<file path="config.mk">
export PLATFORM = sky130hd
export DESIGN_NAME = uart_tx
export DESIGN_NICKNAME = d
export VERILOG_FILES = /design/src/rtl/uart_pkg.sv /design/src/rtl/uart_fifo.sv /design/src/rtl/uart_tx.sv
export SDC_FILE = /design/constraint.sdc
export NUM_CORES = 1
export LEC_CHECK = 0
export ABC_AREA = 1
export BUFFER_PORTS_ARGS = -buffer_cell sky130_fd_sc_hd__buf_2
export CAP_MARGIN = 20
export CORE_ASPECT_RATIO = 1.2
export CORE_MARGIN = 2
export CORE_UTILIZATION = 55
export CTS_CLUSTER_SIZE = 20
export DETAILED_ROUTE_END_ITERATION = 16
export GPL_TIMING_DRIVEN = 0
export PLACE_DENSITY = 0.72
export SLEW_MARGIN = 20
export SYNTH_ARGS = -nofsm -noshare
export SYNTH_HDL_FRONTEND = slang
export SYNTH_HIERARCHICAL = 1
export SYNTH_SLANG_ARGS = --single-unit
</file>
<file path="constraint.sdc">
create_clock -name clk_i -period 8.1 [get_ports clk_i]
set_input_delay 0.405 -clock clk_i [delete_from_list [all_inputs] [get_ports clk_i]]
set_output_delay 0.405 -clock clk_i [all_outputs]
set_load 0.02 [all_outputs]
</file>
<file path="src/rtl/uart_pkg.sv">
// uart_pkg: shared types and constants for the UART transmitter and receiver. Rev 1.0
`default_nettype none

package uart_pkg;

    localparam int UART_DATA_BITS = 8;

    localparam logic [1:0] PAR_NONE = 2'd0;
    localparam logic [1:0] PAR_EVEN = 2'd1;
    localparam logic [1:0] PAR_ODD  = 2'd2;

    typedef enum logic [2:0] {
        S_IDLE   = 3'd0,
        S_START  = 3'd1,
        S_DATA   = 3'd2,
        S_PARITY = 3'd3,
        S_STOP   = 3'd4
    } uart_tx_state_e;

endpackage

`default_nettype wire

</file>
<file path="src/rtl/uart_fifo.sv">
// uart_fifo: synchronous FIFO with wrap-bit pointers, push/pop/full/empty/level. Rev 1.0
`default_nettype none

module uart_fifo #(
    parameter int WIDTH = 8,
    parameter int DEPTH = 4,
    localparam int AW   = $clog2(DEPTH)
) (
    input  logic             clk,
    input  logic             rst,
    input  logic             push,
    input  logic [WIDTH-1:0] wdata,
    input  logic             pop,
    output logic [WIDTH-1:0] rdata,
    output logic             full,
    output logic             empty,
    output logic [AW:0]      level
);

    logic [WIDTH-1:0] mem [DEPTH];
    logic [AW:0]      wptr;
    logic [AW:0]      rptr;
    logic             do_push;
    logic             do_pop;

    assign do_push = push & ~full;
    assign do_pop  = pop & ~empty;

    // The extra MSB on each pointer separates full (MSBs differ) from empty.
    assign empty = (wptr == rptr);
    assign full  = (wptr[AW] != rptr[AW]) && (wptr[AW-1:0] == rptr[AW-1:0]);
    assign level = wptr - rptr;
    assign rdata = mem[rptr[AW-1:0]];

    always_ff @(posedge clk) begin
        if (rst) begin
            wptr <= '0;
            rptr <= '0;
        end else begin
            if (do_push) wptr <= wptr + 1'b1;
            if (do_pop)  rptr <= rptr + 1'b1;
        end
    end

    always_ff @(posedge clk) begin
        if (do_push) mem[wptr[AW-1:0]] <= wdata;
    end

endmodule

`default_nettype wire

</file>
<file path="src/rtl/uart_tx.sv">
// uart_tx: byte-serial UART transmitter with FIFO front end and programmable bit period. Rev 1.0
`default_nettype none

module uart_tx
    import uart_pkg::*;
#(
    parameter int    DIV_WIDTH  = 16,
    parameter int    FIFO_DEPTH = 4,
    parameter string PARITY     = "NONE",
    parameter int    STOP_BITS  = 1
) (
    input  logic                          clk_i,
    input  logic                          rst_i,
    input  logic [DIV_WIDTH-1:0]          div_i,
    input  logic                          req_i,
    input  logic [UART_DATA_BITS-1:0]     data_i,
    output logic                          ack_o,
    output logic                          tx_o,
    output logic                          busy_o,
    output logic [$clog2(FIFO_DEPTH):0]   level_o
);

    localparam logic [1:0] PAR_MODE  = (PARITY == "EVEN") ? PAR_EVEN :
                                       (PARITY == "ODD")  ? PAR_ODD  : PAR_NONE;
    localparam logic [2:0] LAST_STOP = 3'(STOP_BITS - 1);
    localparam logic [2:0] LAST_DATA = 3'(UART_DATA_BITS - 1);

    uart_tx_state_e              state;
    logic [DIV_WIDTH-1:0]        cnt;
    logic [DIV_WIDTH-1:0]        div_q;
    logic [DIV_WIDTH-1:0]        div_eff;
    logic [2:0]                  bit_idx;
    logic [UART_DATA_BITS-1:0]   shift;
    logic                        par;
    logic                        bit_end;
    logic                        pop;
    logic                        line;
    logic                        full;
    logic                        empty;
    logic [UART_DATA_BITS-1:0]   fifo_data;

    uart_fifo #(
        .WIDTH (UART_DATA_BITS),
        .DEPTH (FIFO_DEPTH)
    ) u_fifo (
        .clk   (clk_i),
        .rst   (rst_i),
        .push  (req_i),
        .wdata (data_i),
        .pop   (pop),
        .rdata (fifo_data),
        .full  (full),
        .empty (empty),
        .level (level_o)
    );

    assign ack_o   = ~full;
    assign div_eff = (div_i < DIV_WIDTH'(2)) ? DIV_WIDTH'(2) : div_i;
    assign bit_end = (cnt == '0);

    // Pop from IDLE, or on the final cycle of the last stop bit so frames abut.
    assign pop = ~empty && ((state == S_IDLE) ||
                            (state == S_STOP && bit_end && bit_idx == LAST_STOP));

    always_comb begin
        line = 1'b1;
        case (state)
            S_START:  line = 1'b0;
            S_DATA:   line = shift[0];
            S_PARITY: line = par;
            default:  line = 1'b1;
        endcase
    end

    // The line register trails the state by one cycle, so every bit keeps its full width.
    always_ff @(posedge clk_i) begin
        if (rst_i) begin
            state   <= S_IDLE;
            cnt     <= '0;
            div_q   <= '0;
            bit_idx <= '0;
            shift   <= '0;
            par     <= 1'b0;
            tx_o    <= 1'b1;
            busy_o  <= 1'b0;
        end else begin
            tx_o   <= line;
            busy_o <= (state != S_IDLE) || ~empty;
            if (pop) begin
                state   <= S_START;
                shift   <= fifo_data;
                par     <= (^fifo_data) ^ (PAR_MODE == PAR_ODD);
                div_q   <= div_eff;
                cnt     <= div_eff - DIV_WIDTH'(1);
                bit_idx <= '0;
            end else if (state != S_IDLE) begin
                if (!bit_end) begin
                    cnt <= cnt - DIV_WIDTH'(1);
                end else begin
                    cnt <= div_q - DIV_WIDTH'(1);
                    case (state)
                        S_START: begin
                            state   <= S_DATA;
                            bit_idx <= '0;
                        end
                        S_DATA: begin
                            shift   <= shift >> 1;
                            bit_idx <= bit_idx + 3'd1;
                            if (bit_idx == LAST_DATA) begin
                                bit_idx <= '0;
                                state   <= (PAR_MODE != PAR_NONE) ? S_PARITY : S_STOP;
                            end
                        end
                        S_PARITY: begin
                            state   <= S_STOP;
                            bit_idx <= '0;
                        end
                        S_STOP: begin
                            if (bit_idx == LAST_STOP) state <= S_IDLE;
                            else                      bit_idx <= bit_idx + 3'd1;
                        end
                        default: state <= S_IDLE;
                    endcase
                end
            end
        end
    end

endmodule

`default_nettype wire

</file>
==> impl_metrics.toml, run 1 <==
[final_layout]
mostFrequentLayoutCell = "nand2_1"
final_cell_mix = "nand2_1, inv_1, nor2_1, dfxtp_1, nand3_1"
fillCellCount = 738
syn_to_final_growth_pct = 11.15
fin_area_um2 = 5177
antennaDiodeCount = 0
drive_gt1_share_pct = 14.85
nets = 687

[min_path]
hp-start = "data_i[1]"
hold_end = "u_fifo/mem[3][1]"
holdPathStages = 1
min_path_type = "input pin to flop"

[setup_path]
crit_path_end_kind = "flop"
r2r_cells = 22
crit_required_ns = 8.38
crit_fanout = 10
r2r-end = "cnt[14]"
crit_type = "flop to flop"
reg2reg_slack_ns = 4.83
start_kind = "flop"
r2r_start = "u_fifo/wptr[0]"
crit_arrival_ns = 3.55

[global_routing]
first_global_vias = 3909
grt_usage_pct = 24.84
grt_max_degree = 16
grt_first_pass_wirelength_um = 17690
grt_antenna_before_repair = 0
grt_overflow = 0

[synth]
ys_ff_latch = 89
syn_area_um2 = 4658
yosysWarningCount = 6
ys_types = 34
postSynthCellCount = 605
synth_top_family_by_area = "simple AND/OR/NAND/NOR gates"
syn_avg_cell_area_um2 = 7.700
yosys.area_share.simple_pct = 28.69
synth_xor_area_share_pct = 1.880
ys_seq_area_share_pct = 45.12
synth_fa_ha_area_share_pct = 3.384
synth_nets = 644
muxShareOfSynthArea_pct = 0
synth_compound_area_share_pct = 12.79

[timing]
fin_tns_setup_ns = 0
tightestPinTransition_ns = 0.7512
slew_violations = 0
final-setup-viol-count = 0
fmax_ghz = 0.3056
setup_slack_ns = 4.828
hold_viol_final = 0
min_period_ns = 3.272
max_slew_margin_pct = 49.74
timing.final.crit_share_pct = 40.40
clock_skew_ns = 0.01660
rsz0062_at_grt = "false"

[detailed_routing]
drt_pass1_iterations = 5
ant_nets = 0
vias_per_cell = 5.297
vias = 4063
wl_per_cell_um = 14.19
drt-total-wl_um = 10880
drc_errors = 0
first_iter_violations = 247

[die]
dieWidth_um = 88.01
start_util_pct = 57.14
ios = 33
dieArea_um2 = 9225
std_cell_rows = 36
die_y_um = 104.8
core_area_um2 = 8153

[clocking]
cts.repair.resized = 0
post-cts-setup-buffers = 0
numCtsBuffers = 9
cts_tree = "yes"
ctsHoldBuffers = 0
cts.sinks = 89
clock_latency_ns = 0.38
cts_buffer_depth = 2
clk_pin_slew_ns = 0.09
cts-root-buf = "clkbuf_8"
ctsHtreeMaxLevel = 3

[power_and_ir_drop]
peakVddDrop_uv = 183.4
power.leakage_nw = 2.309
power_density_nw_per_um2 = 424.1

[place]
dp_hpwl_um = 7997
place.gp.congestion = 0.9810
pre_cts_ws_ns = 4.876
io_buffers = 32
dpl_cell_area_um2 = 4961

[outcome]
status = "completed"

[flow_run]
max-cap-violations = 0
synthesized netlist by cell type:
master	number	area [um2]
o21ai_1	2	10.01
nor3_1	1	5.000
nand2_2	14	87.58
ha_1	11	137.6
o211ai_1	2	15.01
nor2_2	6	37.54
xnor2_1	8	70.07
buf_1	2	7.510
o21bai_1	1	7.510
buf_4	1	7.510
o21ai_0	37	185.2
fa_1	1	20.02
nand3_4	2	35.03
nand2_4	4	45.04
buf_6	1	11.26
edfxtp_1	32	960.9
buf_2	9	45.04
inv_1	71	266.5
dfxtp_1	57	1141
a21oi_4	1	16.27
a31oi_1	8	50.05
xor2_1	2	17.52
a32oi_1	1	8.760
nand4_1	3	18.77
o22ai_1	10	62.56
nor2_1	62	232.7
a21oi_1	42	210.2
nor2_4	8	90.09
nand3_1	54	270.3
o31ai_1	1	7.510
a211oi_1	3	22.52
clkbuf_1	6	22.52
inv_2	5	18.77
nand2_1	137	514.2
worst max-delay path, stage by stage, from the launching register on:
cell and delay [ns]:
dfxtp_1 0.40, inv_1 0.11, ha_1 0.32, nand2_1 0.09, inv_1 0.10, nand3_4 0.10
inv_1 0.04, inv_1 0.08, nand2_1 0.09, a21oi_4 0.28, buf_2 0.30, nand4_1 0.17
nand2_1 0.12, inv_1 0.07, ha_1 0.20, nand3_1 0.12, inv_1 0.09, nand2_1 0.17
nor2_4 0.07, nand3_1 0.09, nand3_1 0.09, nand2_1 0.07, inv_1 0.04
stage by stage:
step	power [W]	hold slack [ns]	util (%)	std cells
5_1_grt	0.002364	0.2373	63.51	767
3_3_place_gp	0.001828	0.4489	60.85	751
4_1_cts	0.002194	0.2387	63.51	767
3_5_place_dp	0.001855	0.4525	60.85	751
6_report	0.002196	0.2449	63.51	767
2_1_floorplan	0.001563	0.4391	-	605
worst max path at each step:
stage	startpoint	endpoint	slack [ns]
floorplan	u_fifo/wptr[0]	cnt[14]	5.37
global placement	u_fifo/wptr[0]	cnt[14]	4.91
detailed placement	u_fifo/wptr[0]	cnt[14]	4.88
CTS	u_fifo/wptr[0]	cnt[14]	4.82
global route	u_fifo/wptr[0]	cnt[8]	4.56
finish	u_fifo/wptr[0]	cnt[14]	4.83
logic make-up (layout without fill, tap and decap cells):
family / count (synthesis) / in the layout
AO/OA/AOI/OAI: 108 / 108
XOR/XNOR: 10 / 10
adder cells (fa/ha/maj): 12 / 12
buffers and inverters: 95 / 143
flip-flops: 89 / 89
AND/OR/NAND/NOR: 291 / 291
sequential cells by signal (all words and copies together) (netlist names), named ones only:
name	flops
u_fifo/mem	32
u_fifo/wptr	3
shift	8
u_fifo/rptr	3
bit_idx	3
div_q	16
par	1
busy_o	1
cnt	16
state	3
tx_o	1
final cells by class:
cell class | count | area [um2] | share of cell area, %
timing repair buffer | 32 | 160.2 | 3.093
tap | 114 | 142.6 | 2.755
clock inverter | 6 | 88.84 | 1.716
inverter | 76 | 285.3 | 5.510
sequential | 89 | 2102 | 40.60
multi-input combinational | 421 | 2177 | 42.05
clock buffer | 10 | 127.6 | 2.465
buffer | 19 | 93.84 | 1.812
report_power, final:
part | internal, W | switching [W]
clock network | 0.000175 | 0.000165
registers | 0.000574 | 0.0000649
logic | 0.000397 | 0.000819
per-layer routing:
layer	wire (um)	share of wire (%)	track usage (%)	vias to the layer above
li1	-	-	-	2065
met1	4466	41	27.17	1875
met2	5660	52	44.91	102
met3	492	4.5	5.213	21
met4	260	2.4	11.04	0
met5	0	0	0	-
Power figures use the tool's default switching activity.
==> run 2: changes to the inputs <==
==> constraint.sdc (replaced) <==
create_clock -name clk_i -period 3.25 [get_ports clk_i]
set_input_delay 0.1625 -clock clk_i [delete_from_list [all_inputs] [get_ports clk_i]]
set_output_delay 0.1625 -clock clk_i [all_outputs]
set_load 0.02 [all_outputs]
==> impl_metrics.toml, run 2 (synthesized netlist as in run 1, its figures left out) <==
[power_and_ir_drop]
peakVddDrop_uv = 457.1
power_density_nw_per_um2 = 1057
power.leakage_nw = 2.332

[setup_path]
crit_path_end_kind = "flop"
r2r_start = "u_fifo/wptr[0]"
crit_required_ns = 3.54
crit_fanout = 10
critical_path.most_common_cell = "inv_1"
crit_arrival_ns = 3.35
cp-startpoint = "u_fifo/wptr[0]"
critPathSlowestCell = "dfxtp_2"
start_kind = "flop"
max_stage_delay_ns = 0.37
crit_chain = "inv_1, ha_1, nand2_1, inv_1, nand3_4, inv_1, inv_1, nand2_1, a21oi_4, nand2_4, buf_6, nand2_1, nand2_1, inv_1, ha_2, nand3_2, nor2_2, nand3_2, o21ai_1, nand3_1, nand2_1, inv_1"
crit_type = "flop to flop"

[timing]
timing.final.crit_share_pct = 94.09
fin_tns_setup_ns = 0
final-setup-viol-count = 0
hold_viol_final = 0
clock_skew_ns = 0.01741
fmax_ghz = 0.3270
min_period_ns = 3.058
setup_slack_ns = 0.1922
max_slew_margin_pct = 49.79
tightestPinTransition_ns = 0.7504
slew_violations = 0

[final_layout]
syn_to_final_growth_pct = 12.62
final_cell_mix = "nand2_1, inv_1, nor2_1, dfxtp_1, nand3_1"
mostFrequentLayoutCell = "nand2_1"
antennaDiodeCount = 0
fillCellCount = 735
multi_input_area_um2 = 2195
regArea_um2 = 2103
final_util_pct = 64.35
nets = 692
largest_reg_flops = 32
drive_gt1_share_pct = 15.96
fin_area_um2 = 5246

[detailed_routing]
ant_nets = 0
wl_per_cell_um = 14.15
vias_per_cell = 5.225
drt_pass1_iterations = 5
first_iter_violations = 183
drt-total-wl_um = 10920
drc_errors = 0
vias = 4034

[place]
dpl_cell_area_um2 = 4961
dp_hpwl_um = 7997
place.gp.congestion = 0.9810
io_buffers = 32
pre_cts_ws_ns = 0.02606

[clocking]
ctsHtreeMaxLevel = 3
clock_latency_ns = 0.38
cts_tree = "yes"
cts_buffer_depth = 2
numCtsBuffers = 9
cts.sinks = 89
cts-root-buf = "clkbuf_8"
clk_pin_slew_ns = 0.10

[die]
dieWidth_um = 88.01
die_y_um = 104.8
ios = 33
core_area_um2 = 8153
dieArea_um2 = 9225
start_util_pct = 57.14
std_cell_rows = 36

[global_routing]
grt_usage_pct = 24.92
grt_first_pass_wirelength_um = 17770
first_global_vias = 3935
grt_overflow = 0
grt_antenna_before_repair = 0
grt_max_degree = 16

[flow_run]
max-cap-violations = 0

[outcome]
status = "completed"

[min_path]
hp-start = "data_i[0]"
min_path_type = "input pin to flop"
==> run 2: cell types whose count changed in the layout (fill, tap and decap cells not counted), sizes merged <==
cell         delta
buf             +1
dlygate4sd3     +4
==> run 2: what timing repair did <==
action,in CTS,in global routing
endpoints found under the hold margin,13,0
gates cloned,0,0
setup buffers,0,1
pin swaps,0,1
hold buffers,4,0
resized for setup,1,8
endpoints found under the setup margin,2,6
==> run 2: worst max-delay path: cells and delay by family, from the launching register on <==
kind | cells | cell delay [ns]
simple gates | 11 | 1.08
compound gates | 2 | 0.41
flops | 1 | 0.37
buf+inv | 7 | 0.61
fa+ha+maj | 2 | 0.52
==> run 2: layout make-up <==
| type | instances | share of cell area (%) |
|---|---|---|
| Clock inverter | 6 | 1.693 |
| Inverter | 76 | 5.438 |
| Multi-Input combinational cell | 421 | 41.83 |
| Timing Repair Buffer | 37 | 3.959 |
| Clock buffer | 10 | 2.433 |
| Tap cell | 114 | 2.719 |
| Buffer | 19 | 1.836 |
| Sequential cell | 89 | 40.09 |
==> run 2: path summary, 6_finish.rpt <==
| kind | endpoint | slack [ns] | cells after the start |
|---|---|---|---|
| worst max-delay path | cnt[12] | 0.19 | 22 |
| worst min-delay path | u_fifo/mem[2][0] | 0.004 | 1 |
| worst min register to register | div_q[9] | 0.47 | 2 |
| worst max register to register | cnt[12] | 0.19 | 22 |
==> run 2: metal layers <==
| layer | up-vias | GRT usage [%] | part of all wire, % |
|---|---|---|---|
| met5 | - | 0 | 0 |
| met4 | 0 | 11.04 | 2.3 |
| met3 | 21 | 5.055 | 3.9 |
| met2 | 79 | 45.13 | 53 |
| met1 | 1865 | 27.32 | 41 |
| li1 | 2069 | - | - |
==> run 2: where the power goes <==
group	switching, W	internal [W]	leakage, nW	total, W
registers	0.000163	0.00143	0.763	0.00159
clock network	0.000414	0.000436	0.105	0.000850
logic	0.00208	0.00103	1.46	0.00310
==> run 2: metrics by stage <==
stage	hold slack [ns]	power [W]	std cells
5_1_grt	0.004656	0.005956	772
4_1_cts	0.0004652	0.005479	771
3_3_place_gp	0.3721	0.004555	751
6_report	0.003914	0.005546	772
2_1_floorplan	0.2614	0.003895	605
3_5_place_dp	0.3783	0.004624	751
